<file path="config.mk">
export PLATFORM = sky130hd
export DESIGN_NAME = control_sequencer
export DESIGN_NICKNAME = d
export VERILOG_FILES = /design/src/rtl/fpg8_pkg.sv /design/src/rtl/control_decoder.sv /design/src/rtl/control_sequencer.sv
export SDC_FILE = /design/constraint.sdc
export NUM_CORES = 1
export LEC_CHECK = 0
export CAP_MARGIN = 20
export CORE_MARGIN = 4
export CORE_UTILIZATION = 45
export CTS_BUF_LIST = sky130_fd_sc_hd__clkbuf_2 sky130_fd_sc_hd__clkbuf_4 sky130_fd_sc_hd__clkbuf_8
export DETAILED_ROUTE_END_ITERATION = 16
export HOLD_SLACK_MARGIN = 0.12
export PLACE_DENSITY_LB_ADDON = 0.2
export SLEW_MARGIN = 10
export SYNTH_ARGS = -nofsm -noshare
export SYNTH_HDL_FRONTEND = slang
export SYNTH_SLANG_ARGS = --single-unit
</file>
<file path="constraint.sdc">
create_clock -name clk -period 2 [get_ports clk]
set_input_delay 0.2 -clock clk [delete_from_list [all_inputs] [get_ports clk]]
set_output_delay 0.2 -clock clk [all_outputs]
set_load 0.02 [all_outputs]
</file>
<file path="src/rtl/fpg8_pkg.sv">
// Shared types and encodings for the fpg8 hardwired control sequencer:
// FSM states, opcodes, ALU codes, GPR select codes and the packed control word.
package fpg8_pkg;

  typedef enum logic [2:0] {
    ST_IDLE = 3'd0,
    ST_F0   = 3'd1,
    ST_F1   = 3'd2,
    ST_F2   = 3'd3,
    ST_E0   = 3'd4,
    ST_E1   = 3'd5,
    ST_E2   = 3'd6,
    ST_HALT = 3'd7
  } state_t;

  localparam logic [3:0] OP_NOP   = 4'd0;
  localparam logic [3:0] OP_LOAD  = 4'd1;
  localparam logic [3:0] OP_STORE = 4'd2;
  localparam logic [3:0] OP_ADD   = 4'd3;
  localparam logic [3:0] OP_SUB   = 4'd4;
  localparam logic [3:0] OP_AND   = 4'd5;
  localparam logic [3:0] OP_OR    = 4'd6;
  localparam logic [3:0] OP_MOV   = 4'd7;
  localparam logic [3:0] OP_HALT  = 4'd15;

  localparam logic [2:0] ALU_PASS = 3'd0;
  localparam logic [2:0] ALU_ADD  = 3'd1;
  localparam logic [2:0] ALU_SUB  = 3'd2;
  localparam logic [2:0] ALU_AND  = 3'd3;
  localparam logic [2:0] ALU_OR   = 3'd4;
  localparam logic [2:0] ALU_INC  = 3'd5;

  localparam logic [2:0] SEL_RD1 = 3'd0;
  localparam logic [2:0] SEL_RD2 = 3'd1;
  localparam logic [2:0] SEL_RS1 = 3'd2;
  localparam logic [2:0] SEL_RS2 = 3'd3;

  // done/halt_req/bad_op are sequencing hints for the top, not datapath strobes.
  typedef struct packed {
    logic [2:0] alu;
    logic [2:0] sel;
    logic       gpr_in;
    logic       gpr_out;
    logic       ir_in;
    logic       mar_in;
    logic       mdr_in;
    logic       mdr_out;
    logic       y_in;
    logic       z_in;
    logic       z_out;
    logic       ram_rd;
    logic       ram_wr;
    logic       done;
    logic       halt_req;
    logic       bad_op;
  } ctrl_t;

  localparam int CTRL_W = $bits(ctrl_t);

  function automatic logic [2:0] alu_of(input logic [3:0] op);
    case (op)
      OP_ADD:  return ALU_ADD;
      OP_SUB:  return ALU_SUB;
      OP_AND:  return ALU_AND;
      OP_OR:   return ALU_OR;
      default: return ALU_PASS;
    endcase
  endfunction

endpackage

</file>
<file path="src/rtl/control_decoder.sv">
// Combinational decode of (state, opcode, advance) into the fpg8 control word.
// Everything is forced to zero unless advance is high, so stalls never strobe.
module control_decoder
  import fpg8_pkg::*;
#(
  parameter logic [2:0] PC_SEL = 3'd4
) (
  input  logic [2:0]        state,
  input  logic [3:0]        opcode,
  input  logic              advance,
  output logic [CTRL_W-1:0] ctrl
);

  state_t st;
  ctrl_t  c;

  assign st   = state_t'(state);
  assign ctrl = c;

  always_comb begin
    c = '0;
    if (advance) begin
      case (st)
        ST_F0: begin
          c.gpr_out = 1'b1;
          c.sel     = PC_SEL;
          c.mar_in  = 1'b1;
          c.alu     = ALU_INC;
          c.z_in    = 1'b1;
        end
        ST_F1: begin
          c.ram_rd = 1'b1;
          c.z_out  = 1'b1;
          c.gpr_in = 1'b1;
          c.sel    = PC_SEL;
        end
        ST_F2: begin
          c.mdr_out = 1'b1;
          c.ir_in   = 1'b1;
        end
        ST_E0: begin
          case (opcode)
            OP_LOAD, OP_STORE: begin
              c.gpr_out = 1'b1;
              c.sel     = SEL_RS1;
              c.mar_in  = 1'b1;
            end
            OP_ADD, OP_SUB, OP_AND, OP_OR: begin
              c.gpr_out = 1'b1;
              c.sel     = SEL_RS1;
              c.y_in    = 1'b1;
            end
            OP_MOV: begin
              c.gpr_out = 1'b1;
              c.sel     = SEL_RS1;
              c.alu     = ALU_PASS;
              c.z_in    = 1'b1;
            end
            OP_HALT: c.halt_req = 1'b1;
            OP_NOP:  c.done = 1'b1;
            default: begin
              c.done   = 1'b1;
              c.bad_op = 1'b1;
            end
          endcase
        end
        ST_E1: begin
          case (opcode)
            OP_LOAD: c.ram_rd = 1'b1;
            OP_STORE: begin
              c.gpr_out = 1'b1;
              c.sel     = SEL_RD1;
              c.mdr_in  = 1'b1;
            end
            OP_ADD, OP_SUB, OP_AND, OP_OR: begin
              c.gpr_out = 1'b1;
              c.sel     = SEL_RS2;
              c.alu     = alu_of(opcode);
              c.z_in    = 1'b1;
            end
            OP_MOV: begin
              c.z_out  = 1'b1;
              c.gpr_in = 1'b1;
              c.sel    = SEL_RD1;
              c.done   = 1'b1;
            end
            default: c.done = 1'b1;
          endcase
        end
        ST_E2: begin
          case (opcode)
            OP_LOAD: begin
              c.mdr_out = 1'b1;
              c.gpr_in  = 1'b1;
              c.sel     = SEL_RD1;
            end
            OP_STORE: c.ram_wr = 1'b1;
            OP_ADD, OP_SUB, OP_AND, OP_OR: begin
              c.z_out  = 1'b1;
              c.gpr_in = 1'b1;
              c.sel    = SEL_RD1;
            end
            default: ;
          endcase
          c.done = 1'b1;
        end
        default: ;
      endcase
    end
  end

endmodule

</file>
<file path="src/rtl/control_sequencer.sv">
// fpg8 hardwired microsequencer: state register, retired-instruction counter
// and sticky halted/illegal flags around the combinational control decoder.
//
//   state | meaning
//   IDLE  | out of reset, no strobes
//   F0    | PC -> MAR, Z = PC + 1
//   F1    | RAM read, Z -> PC
//   F2    | MDR -> IR
//   E0    | execute step 0 (NOP/illegal retire here, HALT leaves here)
//   E1    | execute step 1 (MOV retires here)
//   E2    | execute step 2 (LOAD/STORE/ALU retire here)
//   HALT  | stopped until reset, no strobes
module control_sequencer
  import fpg8_pkg::*;
#(
  parameter logic [2:0] PC_SEL = 3'd4,
  parameter int         CNT_W  = 16
) (
  input  logic             clk,
  input  logic             reset,
  input  logic             advance,
  input  logic [3:0]       opcode,
  output logic [2:0]       ALU_control,
  output logic             GPR_in,
  output logic             GPR_out,
  output logic [2:0]       GPR_select,
  output logic             IR_in,
  output logic             MAR_in,
  output logic             MDR_in,
  output logic             MDR_out,
  output logic             Y_in,
  output logic             Z_in,
  output logic             Z_out,
  output logic             RAM_enable_read,
  output logic             RAM_enable_write,
  output logic             instr_done,
  output logic [CNT_W-1:0] instr_count,
  output logic             halted,
  output logic             illegal
);

  state_t            state_q, state_d;
  logic [CTRL_W-1:0] ctrl_bits;
  ctrl_t             ctrl;
  logic              step;

  // Gating with reset keeps strobes low in the same cycle reset is asserted.
  assign step = advance & reset;

  control_decoder #(.PC_SEL(PC_SEL)) u_decoder (
    .state   (state_q),
    .opcode  (opcode),
    .advance (step),
    .ctrl    (ctrl_bits)
  );

  assign ctrl = ctrl_t'(ctrl_bits);

  assign ALU_control      = ctrl.alu;
  assign GPR_select       = ctrl.sel;
  assign GPR_in           = ctrl.gpr_in;
  assign GPR_out          = ctrl.gpr_out;
  assign IR_in            = ctrl.ir_in;
  assign MAR_in           = ctrl.mar_in;
  assign MDR_in           = ctrl.mdr_in;
  assign MDR_out          = ctrl.mdr_out;
  assign Y_in             = ctrl.y_in;
  assign Z_in             = ctrl.z_in;
  assign Z_out            = ctrl.z_out;
  assign RAM_enable_read  = ctrl.ram_rd;
  assign RAM_enable_write = ctrl.ram_wr;
  assign instr_done       = ctrl.done;

  always_ff @(posedge clk or negedge reset) begin
    if (!reset) begin
      state_q     <= ST_IDLE;
      instr_count <= '0;
      halted      <= 1'b0;
      illegal     <= 1'b0;
    end else begin
      state_q <= state_d;
      if (ctrl.done)     instr_count <= instr_count + CNT_W'(1);
      if (ctrl.halt_req) halted      <= 1'b1;
      if (ctrl.bad_op)   illegal     <= 1'b1;
    end
  end

  always_comb begin
    state_d = state_q;
    if (advance) begin
      case (state_q)
        ST_IDLE: state_d = ST_F0;
        ST_F0:   state_d = ST_F1;
        ST_F1:   state_d = ST_F2;
        ST_F2:   state_d = ST_E0;
        ST_E0: begin
          if (ctrl.halt_req)  state_d = ST_HALT;
          else if (ctrl.done) state_d = ST_F0;
          else                state_d = ST_E1;
        end
        ST_E1:   state_d = ctrl.done ? ST_F0 : ST_E2;
        ST_E2:   state_d = ST_F0;
        ST_HALT: state_d = ST_HALT;
        default: state_d = ST_IDLE;
      endcase
    end
  end

endmodule

</file>
==> key figures, run 1 <==
STA
  – RSZ-0062 raised after global routing: false
  – Final hold viol count: 0
  – Relative slew slack: 67.0%
  – Min Hold Slack: 0.239 ns
  – Final worst-path cycle share: 95.8%
  – Fmax: 0.522 GHz
  – Max Transition Viols Final: 0
  – Post-route setup TNS: 0 ns
  – Final worst setup slack: 0.0846 ns
  – Worst Skew: 0.00737 ns
  – Final setup violation count: 0
  – Clock period minus worst slack: 1.92 ns
  – Slew at the pin closest to its max-slew limit: 0.493 ns

Route
  – WL per Instance: 14.3 um
  – Number of remaining DRC errors: 0
  – Total number of vias: 1,591
  – Initial DRC Count: 136
  – Initial DRT Pass Iterations: 4
  – Vias/cell: 5.51
  – Antenna Nets Post-Route: 0
  – Drt total wl: 4140 um

Yosys
  – Share of the synthesized area in the top cell type: 35.1%
  – Seq/Total Area, Yosys: 35.1%
  – Most frequent cell after synthesis: dfrtp_1
  – EDFF count, synth: 0
  – Post-synth ARST share: 100%
  – Syn Inst Count: 177
  – Avg Inst Size Synth: 8.45 sq um
  – YS warnings: 0
  – Synth Net Count: 185
  – Synth Register Bits: 21
  – Yosys top cell by area: dfrtp_1
  – Mapped Area: 0.00150 sq mm
  – Post-synth top flop: dfrtp_1
  – Commonest cells post-synth: 21 x dfrtp_1, 18 x nor2_1, 17 x xnor2_1
  – Unique masters post-synth: 45
  – Top post-synthesis cells by area: dfrtp_1 35%, xnor2_1 10%, nand4_1 5.0%, nor2_1 4.5%, nand3_1 4.0%

Critical path
  – Setup CP Type: in2out
  – Cells on worst reg2reg path: 5
  – CP endpoint kind: output port
  – Critical Path AT: 1.72 ns
  – CP max-delay cell: clkdlybuf4s50_1
  – Crit path required time: 1.80 ns
  – Maximum fanout along the worst path: 3
  – Largest stage delay, worst path: 0.51 ns
  – R2R Setup Slk: 0.30 ns
  – Worst reg2reg endpoint: instr_count[1]
  – Startpoint Class: input pin
  – Crit path cell chain: clkdlybuf4s50_1, inv_1, nor4_4, a21oi_1, nor3_1, dlygate4sd2_1
  – CP delay by family, top: buffers and inverters
  – CP Buf/Inv Count: 3
  – Worst r2r src: state_q[0]

CTS
  – Post-CTS Setup Repair Bufs: 0
  – Worst-path clk slew: 0.12 ns
  – Clock Tree Buf Depth: 2
  – Root Buffer: clkbuf_4
  – Cts-stage hold buffer count: 0
  – Worst skew pair latency: 0.30 ns
  – Total CTS buffers: 3
  – Htree depth: 1
  – CTS sink cnt: 21
  – CTS tree: built

Cells and area
  – Filler cells: 273
  – Final net count: 254
  – Diodes inserted: 0
  – Area delta synth->final: 44.5%
  – Utilization after layout: 69.1%
  – Non-filler instance count after layout: 289
  – Layout cells sized above 1: 26.5%
  – Cell area after layout: 0.00216 sq mm

Pwr
  – Power Density: 893 mW/mm^2
  – Total power: 1.93 mW
  – Worst vdd ir: 645 uV
  – Leak: 0.969 nW

Outcome
  – Status: finished, final reports clean

Hold path
  – Hold Crit Class: in2async

Run
  – Number of max-cap violations: 0

Placed design
  – Pre-CTS setup slack: -0.418 ns
  – Routability cong.: 0.846
  – HPWL Detailed: 3340 um
  – Placed insts: 285
  – Post-Place Cell Area: 0.00217 sq mm
  – Port buffer count: 42

Global route
  – Grt ovf: 0
  – Largest net degree at the start of global routing: 20
  – Vias in the first global route: 1,532
  – Overall routing resource usage: 20.7%
  – First-pass GRT wire length: 7110 um
  – Initial antenna violation count: 0

Floorplan
  – Core Area: 0.00313 sq mm
  – Initial core utilization: 47.8%
  – Die Ht: 65.6 um
  – Row Count: 20
  – Die W: 65.6 um
  – Die area: 0.00431 sq mm
  – # IOs: 43
-- where the power goes --
part	leakage [nW]	internal, mW	switching, mW	total [mW]
clock	0.0177	0.0746	0.128	0.202
combinational	0.674	0.525	0.564	1.09
sequential	0.277	0.514	0.124	0.639
-- cells in the final DEF, fill, tap and decap left out, types with 2 or more instances in the layout --
master	netlist	routed
o21ai_0	7	7
nand2b_1	3	3
dfrtp_1	21	19
a211oi_1	2	2
xnor2_1	17	17
dlygate4sd2_1	0	10
or3_1	2	2
dfrtp_2	0	2
nor3b_1	2	2
nor2b_1	3	2
nand2_1	6	6
o21a_1	2	2
nand4b_1	2	2
nor3_1	4	4
a21oi_1	11	10
clkdlybuf4s50_1	0	22
nand4_1	12	12
nor4_1	3	2
inv_1	5	5
a21o_1	2	2
nor2_1	18	18
and3_1	5	5
buf_4	6	39
clkbuf_2	0	7
nand3_1	12	12
clkbuf_4	0	3
buf_2	5	3
-- layer usage --
| layer | GRT usage [%] | routed length, um |
|---|---|---|
| met1 | 29.7 | 1950 |
| met4 | 0.777 | 7 |
| met3 | 3.93 | 177 |
| met2 | 33.9 | 2000 |
| met5 | 0 | 0 |
-- sequential cells by signal, indices dropped and copies added (netlist names) --
name         cells
halted           1
illegal          1
instr_count     16
state_q          3
-- repair_timing --
| action | 4_1_cts | 5_1_grt |
|---|---|---|
| endpoints found under the hold margin | 0 | 0 |
| endpoints found under the setup margin | 18 | 11 |
| pin swaps | 0 | 1 |
| gates resized for setup | 34 | 20 |
-- cell families (layout without fill, tap and decap cells) --
logic type	after synthesis	count (layout)	share of synthesized area [%]
compound gates	34	34	15.1
xor+xnor	18	18	10.5
fa+ha+maj	1	1	0.837
buf+inv	23	91	8.20
flops	21	21	35.1
mux	1	1	1.00
simple gates	79	79	29.1
-- layout make-up --
class                      count  area, sq um  share of cell area, %
multi-input combinational    133          870                   40.2
clock inverter                 1         5.00                  0.232
sequential                    21          528                   24.4
tap                           44         55.1                   2.55
timing repair buffer          82          662                   30.6
inverter                       5         18.8                  0.869
clock buffer                   3         22.5                   1.04
-- worst max path at each step --
| stage | startpoint | end | depth (start not counted) |
|---|---|---|---|
| CTS | opcode[1] | instr_done | 6 |
| global placement | opcode[0] | MDR_out | 6 |
| finish | opcode[0] | MDR_out | 6 |
| detailed placement | opcode[2] | Z_out | 7 |
| global route | opcode[0] | MDR_out | 6 |
| floorplan | state_q[0] | instr_count[1] | 5 |
Note: power is estimated with default switching activity, not from simulation.
==> run 2: changes to the inputs <==
clock period = 2.4 ns   (was 2 ns; I/O delays follow)
==> run 2 against run 1 <==
Power is 21% lower. Register-to-register slack better by 0.42 ns. Sequential cell count is the same. Critical path type unchanged. Largest cell class unchanged. Largest power group unchanged.
==> key figures, run 2 (synthesis results as in run 1) <==
CTS
  – CTS tree: built
  – Root Buffer: clkbuf_4
  – CTS sink cnt: 21
  – Clock Tree Buf Depth: 2
  – Post-CTS Setup Repair Bufs: 0
  – Worst skew pair latency: 0.31 ns
  – Worst-path clk slew: 0.12 ns
  – Htree depth: 1
  – CTS resizes: 10
  – Cts-stage hold buffer count: 0
  – Total CTS buffers: 3

Critical path
  – Worst reg2reg endpoint: instr_count[1]
  – Maximum fanout along the worst path: 11
  – Setup CP Type: in2out
  – Crit path required time: 2.16 ns
  – Cells on worst reg2reg path: 4
  – CP endpoint kind: output port
  – Critical Path AT: 2.04 ns
  – Crit path to: Y_in
  – Worst r2r src: state_q[0]
  – Critical Path Start: opcode[1]
  – Startpoint Class: input pin
  – R2R Setup Slk: 0.72 ns

Cells and area
  – Max reg flops: 16
  – Diodes inserted: 0
  – Most common cell after layout, fill and taps aside: clkdlybuf4s50_1
  – Area delta synth->final: 39.5%
  – Final net count: 237
  – Most frequent cells in the layout: 29 x clkdlybuf4s50_1, 23 x buf_4, 18 x nor2_1, 18 x dfrtp_1, 17 x xnor2_1
  – Non-filler instance count after layout: 272
  – Largest Register: instr_count
  – Largest regs: instr_count (16), state_q (3)
  – Cell area after layout: 0.00209 sq mm
  – Layout cells sized above 1: 17.1%

Route
  – Initial DRC Count: 74
  – Vias/cell: 5.64
  – WL per Instance: 15.0 um
  – Antenna Nets Post-Route: 0
  – Drt total wl: 4070 um
  – Initial DRT Pass Iterations: 4
  – Total number of vias: 1,533
  – Number of remaining DRC errors: 0

STA
  – Final worst setup slack: 0.124 ns
  – Final worst-path cycle share: 94.8%
  – Worst Skew: 0.00267 ns
  – Max Transition Viols Final: 0
  – Fmax: 0.439 GHz
  – Relative slew slack: 73.5%
  – Final setup violation count: 0
  – Final hold viol count: 0
  – Post-route setup TNS: 0 ns
  – Slew at the pin closest to its max-slew limit: 0.388 ns
  – Clock period minus worst slack: 2.28 ns

Floorplan
  – Die area: 0.00431 sq mm
  – Initial core utilization: 47.8%
  – Die W: 65.6 um
  – Core Area: 0.00313 sq mm
  – Die Ht: 65.6 um
  – # IOs: 43
  – Row Count: 20

Placed design
  – Port buffer count: 42
  – Post-Place Cell Area: 0.00204 sq mm
  – Routability cong.: 0.955
  – HPWL Detailed: 3180 um
  – Pre-CTS setup slack: -0.168 ns
  – Placed insts: 268

Global route
  – Vias in the first global route: 1,452
  – Initial antenna violation count: 0
  – First-pass GRT wire length: 6980 um
  – Overall routing resource usage: 20.7%
  – Largest net degree at the start of global routing: 22
  – Grt ovf: 0

Pwr
  – Power Density: 727 mW/mm^2
  – Worst vdd ir: 373 uV
  – Leak: 0.947 nW

Outcome
  – Status: finished, final reports clean

Hold path
  – Hold Crit Class: in2async

Run
  – Number of max-cap violations: 0
[run 2: cell count changes in the layout (fill, tap and decap cells not counted), moves of 2 or more]
| cell | previous run | this run |
|---|---|---|
| clkbuf_2 | 7 | 0 |
| buf_4 | 39 | 23 |
| dlygate4sd2_1 | 10 | 8 |
| clkdlybuf4s50_1 | 22 | 29 |
| buf_2 | 3 | 0 |
| dlymetal6s2s_1 | 0 | 5 |
[run 2: layer usage]
layer | vias up | GRT usage (%) | wire [um]
met5 | - | 0 | 0
met4 | 0 | 6.74 | 100
met3 | 13 | 4.96 | 218
met2 | 62 | 31.0 | 1950
met1 | 727 | 29.0 | 1800
li1 | 731 | - | -
[run 2: power breakdown]
part / switching (mW) / internal [mW]
Combinational: 0.416 / 0.356
Clock: 0.112 / 0.0624
Sequential: 0.140 / 0.430
Total: 0.669 / 0.848
[run 2: final cells by class]
cell class | instances | area (sq um)
Multi-Input combinational cell | 133 | 860
Fill cell | 287 | 1040
Inverter | 5 | 18.8
Timing Repair Buffer | 65 | 596
Clock buffer | 3 | 22.5
Clock inverter | 1 | 5.00
Tap cell | 44 | 55.1
Sequential cell | 21 | 529
[run 2: critical path, cell delays in order]
cell and delay [ns]:
clkdlybuf4s50_1 0.42, buf_4 0.19, a21bo_2 0.22, a21oi_2 0.19, and3_1 0.17, clkdlybuf4s50_1 0.60
[run 2: how the worst min path moves through the flow]
stage | start | to | slack [ns] | cells past startpoint
5_1_grt | reset | state_q[0] | 0.43 | 2
3_5_place_dp | halted | halted | 0.45 | 1
4_1_cts | reset | state_q[2] | 0.42 | 2
3_3_place_gp | halted | halted | 0.45 | 1
2_1_floorplan | reset | halted | -0.06 | 0
6_report | reset | state_q[2] | 0.41 | 2
[run 2: per-stage QoR]
| stage | hold slack [ns] | utilization, % | power, mW |
|---|---|---|---|
| CTS | 0.419 | 66.0 | 1.50 |
| finish | 0.407 | 66.7 | 1.52 |
| global route | 0.434 | 66.7 | 1.62 |
| detailed placement | 0.454 | 65.2 | 1.34 |
| floorplan | -0.0556 | - | 1.02 |
| global placement | 0.452 | 65.2 | 1.31 |
==> run 3: changes to the inputs <==
GPL_TIMING_DRIVEN = 0   (was default)
==> run 3 against run 2 <==
Final cell count is 1.8% lower. Cell area fell by 2.8%. Fmax fell by 0.25%. Sequential cell count stayed put. Routed wire length rose by 0.71%. First-iteration DRC count rose by 86%. Worst hold slack lost 0.14 ns. Largest cell class unchanged. Largest power group unchanged.
==> key figures, run 3 (synthesis results as in run 1) <==
Pwr
  – Power Density: 760 mW/mm^2
  – Leak: 0.898 nW
  – Sw power: 0.682 mW
  – Sw Share: 44.3%
  – Combinational cell fraction of total power: 56.1%
  – Clock power frac: 11.1%
  – Int Power: 0.858 mW
  – Part of the power in registers: 32.8%
  – Worst vdd ir: 458 uV

CTS
  – CTS sink cnt: 21
  – Total CTS buffers: 3
  – Worst-path clk slew: 0.12 ns
  – Worst skew pair latency: 0.30 ns
  – Htree depth: 1
  – Root Buffer: clkbuf_4
  – CTS tree: built
  – Clock Tree Buf Depth: 2

Critical path
  – CP max-delay cell: clkdlybuf4s50_1
  – Cells on worst reg2reg path: 5
  – Startpoint Class: input pin
  – CP endpoint kind: output port
  – Worst r2r src: state_q[0]
  – Setup CP Type: in2out
  – Critical Path AT: 2.04 ns
  – R2R Setup Slk: 0.65 ns
  – Crit path required time: 2.16 ns
  – Most used cell, CP: nor2_1
  – CP Buf/Inv Count: 3
  – Worst reg2reg endpoint: instr_count[1]
  – Maximum fanout along the worst path: 10
  – Largest stage delay, worst path: 0.56 ns
  – Crit path cell chain: clkdlybuf4s50_1, buf_4, nor2_1, a2111oi_1, a21oi_1, nor2_1, dlygate4sd2_1
  – CP delay by family, top: buffers and inverters

Hold path
  – Hold Path Stages: 3
  – Hold Crit Class: in2reg
  – Hold Startpoint: advance
  – Endpoint, Worst Hold: state_q[1]

Cells and area
  – Utilization after layout: 64.8%
  – Cell area after layout: 0.00203 sq mm
  – Diodes inserted: 0
  – Layout cells sized above 1: 18.4%
  – Final net count: 232
  – Most common cell after layout, fill and taps aside: clkdlybuf4s50_1
  – Most frequent cells in the layout: 23 x clkdlybuf4s50_1, 20 x dfrtp_1, 17 x xnor2_1, 17 x nor2_1, 13 x buf_4
  – Largest regs: instr_count (16), state_q (3)
  – Largest Register: instr_count
  – Non-filler instance count after layout: 267
  – Area delta synth->final: 35.6%
  – Max reg flops: 16

STA
  – Fmax: 0.438 GHz
  – Clock period minus worst slack: 2.28 ns
  – Final hold viol count: 0
  – Max Transition Viols Final: 0
  – Worst Skew: 0.00133 ns
  – Final worst setup slack: 0.118 ns
  – RSZ-0062 raised after global routing: false
  – Post-route setup TNS: 0 ns
  – Final setup violation count: 0
  – Final worst-path cycle share: 95.1%
  – Slew at the pin closest to its max-slew limit: 0.940 ns
  – Relative slew slack: 37.1%

Route
  – Antenna Nets Post-Route: 0
  – Number of remaining DRC errors: 0
  – Vias/cell: 5.66
  – Initial DRT Pass Iterations: 4
  – Initial DRC Count: 138
  – Total number of vias: 1,510
  – Drt total wl: 4100 um
  – WL per Instance: 15.3 um

Placed design
  – Port buffer count: 40
  – Post-Place Cell Area: 0.00195 sq mm
  – HPWL Detailed: 3000 um
  – Pre-CTS setup slack: -0.946 ns
  – Routability cong.: 0.911
  – Placed insts: 261

Floorplan
  – Die Ht: 65.6 um
  – Die W: 65.6 um
  – Initial core utilization: 47.8%
  – # IOs: 43
  – Die area: 0.00431 sq mm
  – Row Count: 20
  – Core Area: 0.00313 sq mm

Global route
  – First-pass GRT wire length: 6840 um
  – Overall routing resource usage: 20.0%
  – Initial antenna violation count: 0
  – Grt ovf: 0
  – Largest net degree at the start of global routing: 22
  – Vias in the first global route: 1,479

Run
  – Number of max-cap violations: 0

Outcome
  – Status: finished, final reports clean
-- run 3: cell types whose count changed in the layout (fill, tap and decap cells not counted), moves of 2 or more --
cell | previous run | this run
buf_4 | 23 | 13
clkdlybuf4s50_1 | 29 | 23
buf_2 | 0 | 3
clkbuf_4 | 3 | 6
dlygate4sd2_1 | 8 | 11
dlymetal6s2s_1 | 5 | 2
clkbuf_2 | 0 | 2
dfrtp_1 | 18 | 20
dfrtp_2 | 3 | 1
nor4_1 | 2 | 0
nor4_2 | 1 | 3
-- run 3: metrics by stage --
step | hold WS, ns | total power [mW]
finish | 0.263 | 1.54
global route | 0.236 | 1.64
CTS | 0.253 | 1.49
detailed placement | 0.454 | 1.31
global placement | 0.452 | 1.29
floorplan | -0.0556 | 1.02
-- run 3: what timing repair did --
action                                  4_1_cts  5_1_grt
gates cloned                                  0        0
endpoints found under the hold margin        21        0
pin swaps                                     0        0
resized for setup                            33       12
setup buffers                                 0        2
endpoints found under the setup margin       29        6
hold buffers                                  1        0
-- run 3: metal layers --
metal | vias up | part of all wire, % | track usage (%) | wire, um
met1 | 715 | 45 | 27.5 | 1830
met2 | 63 | 48 | 32.0 | 1980
li1 | 728 | - | - | -
met5 | - | 0 | 0 | 0
met4 | 0 | 0.78 | 4.40 | 32
met3 | 4 | 6.3 | 4.44 | 259
-- run 3: worst max-delay path by stage --
| stage | cells past startpoint | endpoint | startpoint |
|---|---|---|---|
| after floorplan | 5 | RAM_enable_write | state_q[2] |
| after global placement | 6 | ALU_control[1] | reset |
| after detailed placement | 6 | ALU_control[1] | reset |
| after CTS | 5 | ALU_control[2] | state_q[1] |
| after global routing | 6 | GPR_select[2] | state_q[0] |
| final | 7 | GPR_out | opcode[1] |
-- run 3: layout make-up --
cell class	instances	area, sq um
Timing Repair Buffer	43	404
Clock inverter	1	5.00
Multi-Input combinational cell	133	877
Sequential cell	21	527
Buffer	17	118
Clock buffer	3	22.5
Fill cell	296	1100
Tap cell	44	55.1
Inverter	5	18.8
-- run 3: power groups by stage --
stage          Combinational (mW)  Sequential [mW]  Clock [mW]
4_1_cts                     0.805            0.512       0.176
3_3_place_gp                0.798            0.492           0
3_5_place_dp                0.817            0.496           0
5_1_grt                     0.928            0.519       0.194
6_report                    0.865            0.505       0.171
2_1_floorplan               0.477            0.541           0
-- run 3: worst reg2reg max path, delay by kind of cell (launching register included) --
kind | cells | cell delay, ns
AOI/OAI and AO/OA | 1 | 0.43
buffers and inverters | 1 | 0.19
DFF | 1 | 0.38
muxes | 1 | 0.29
and+or+nand+nor | 2 | 0.36
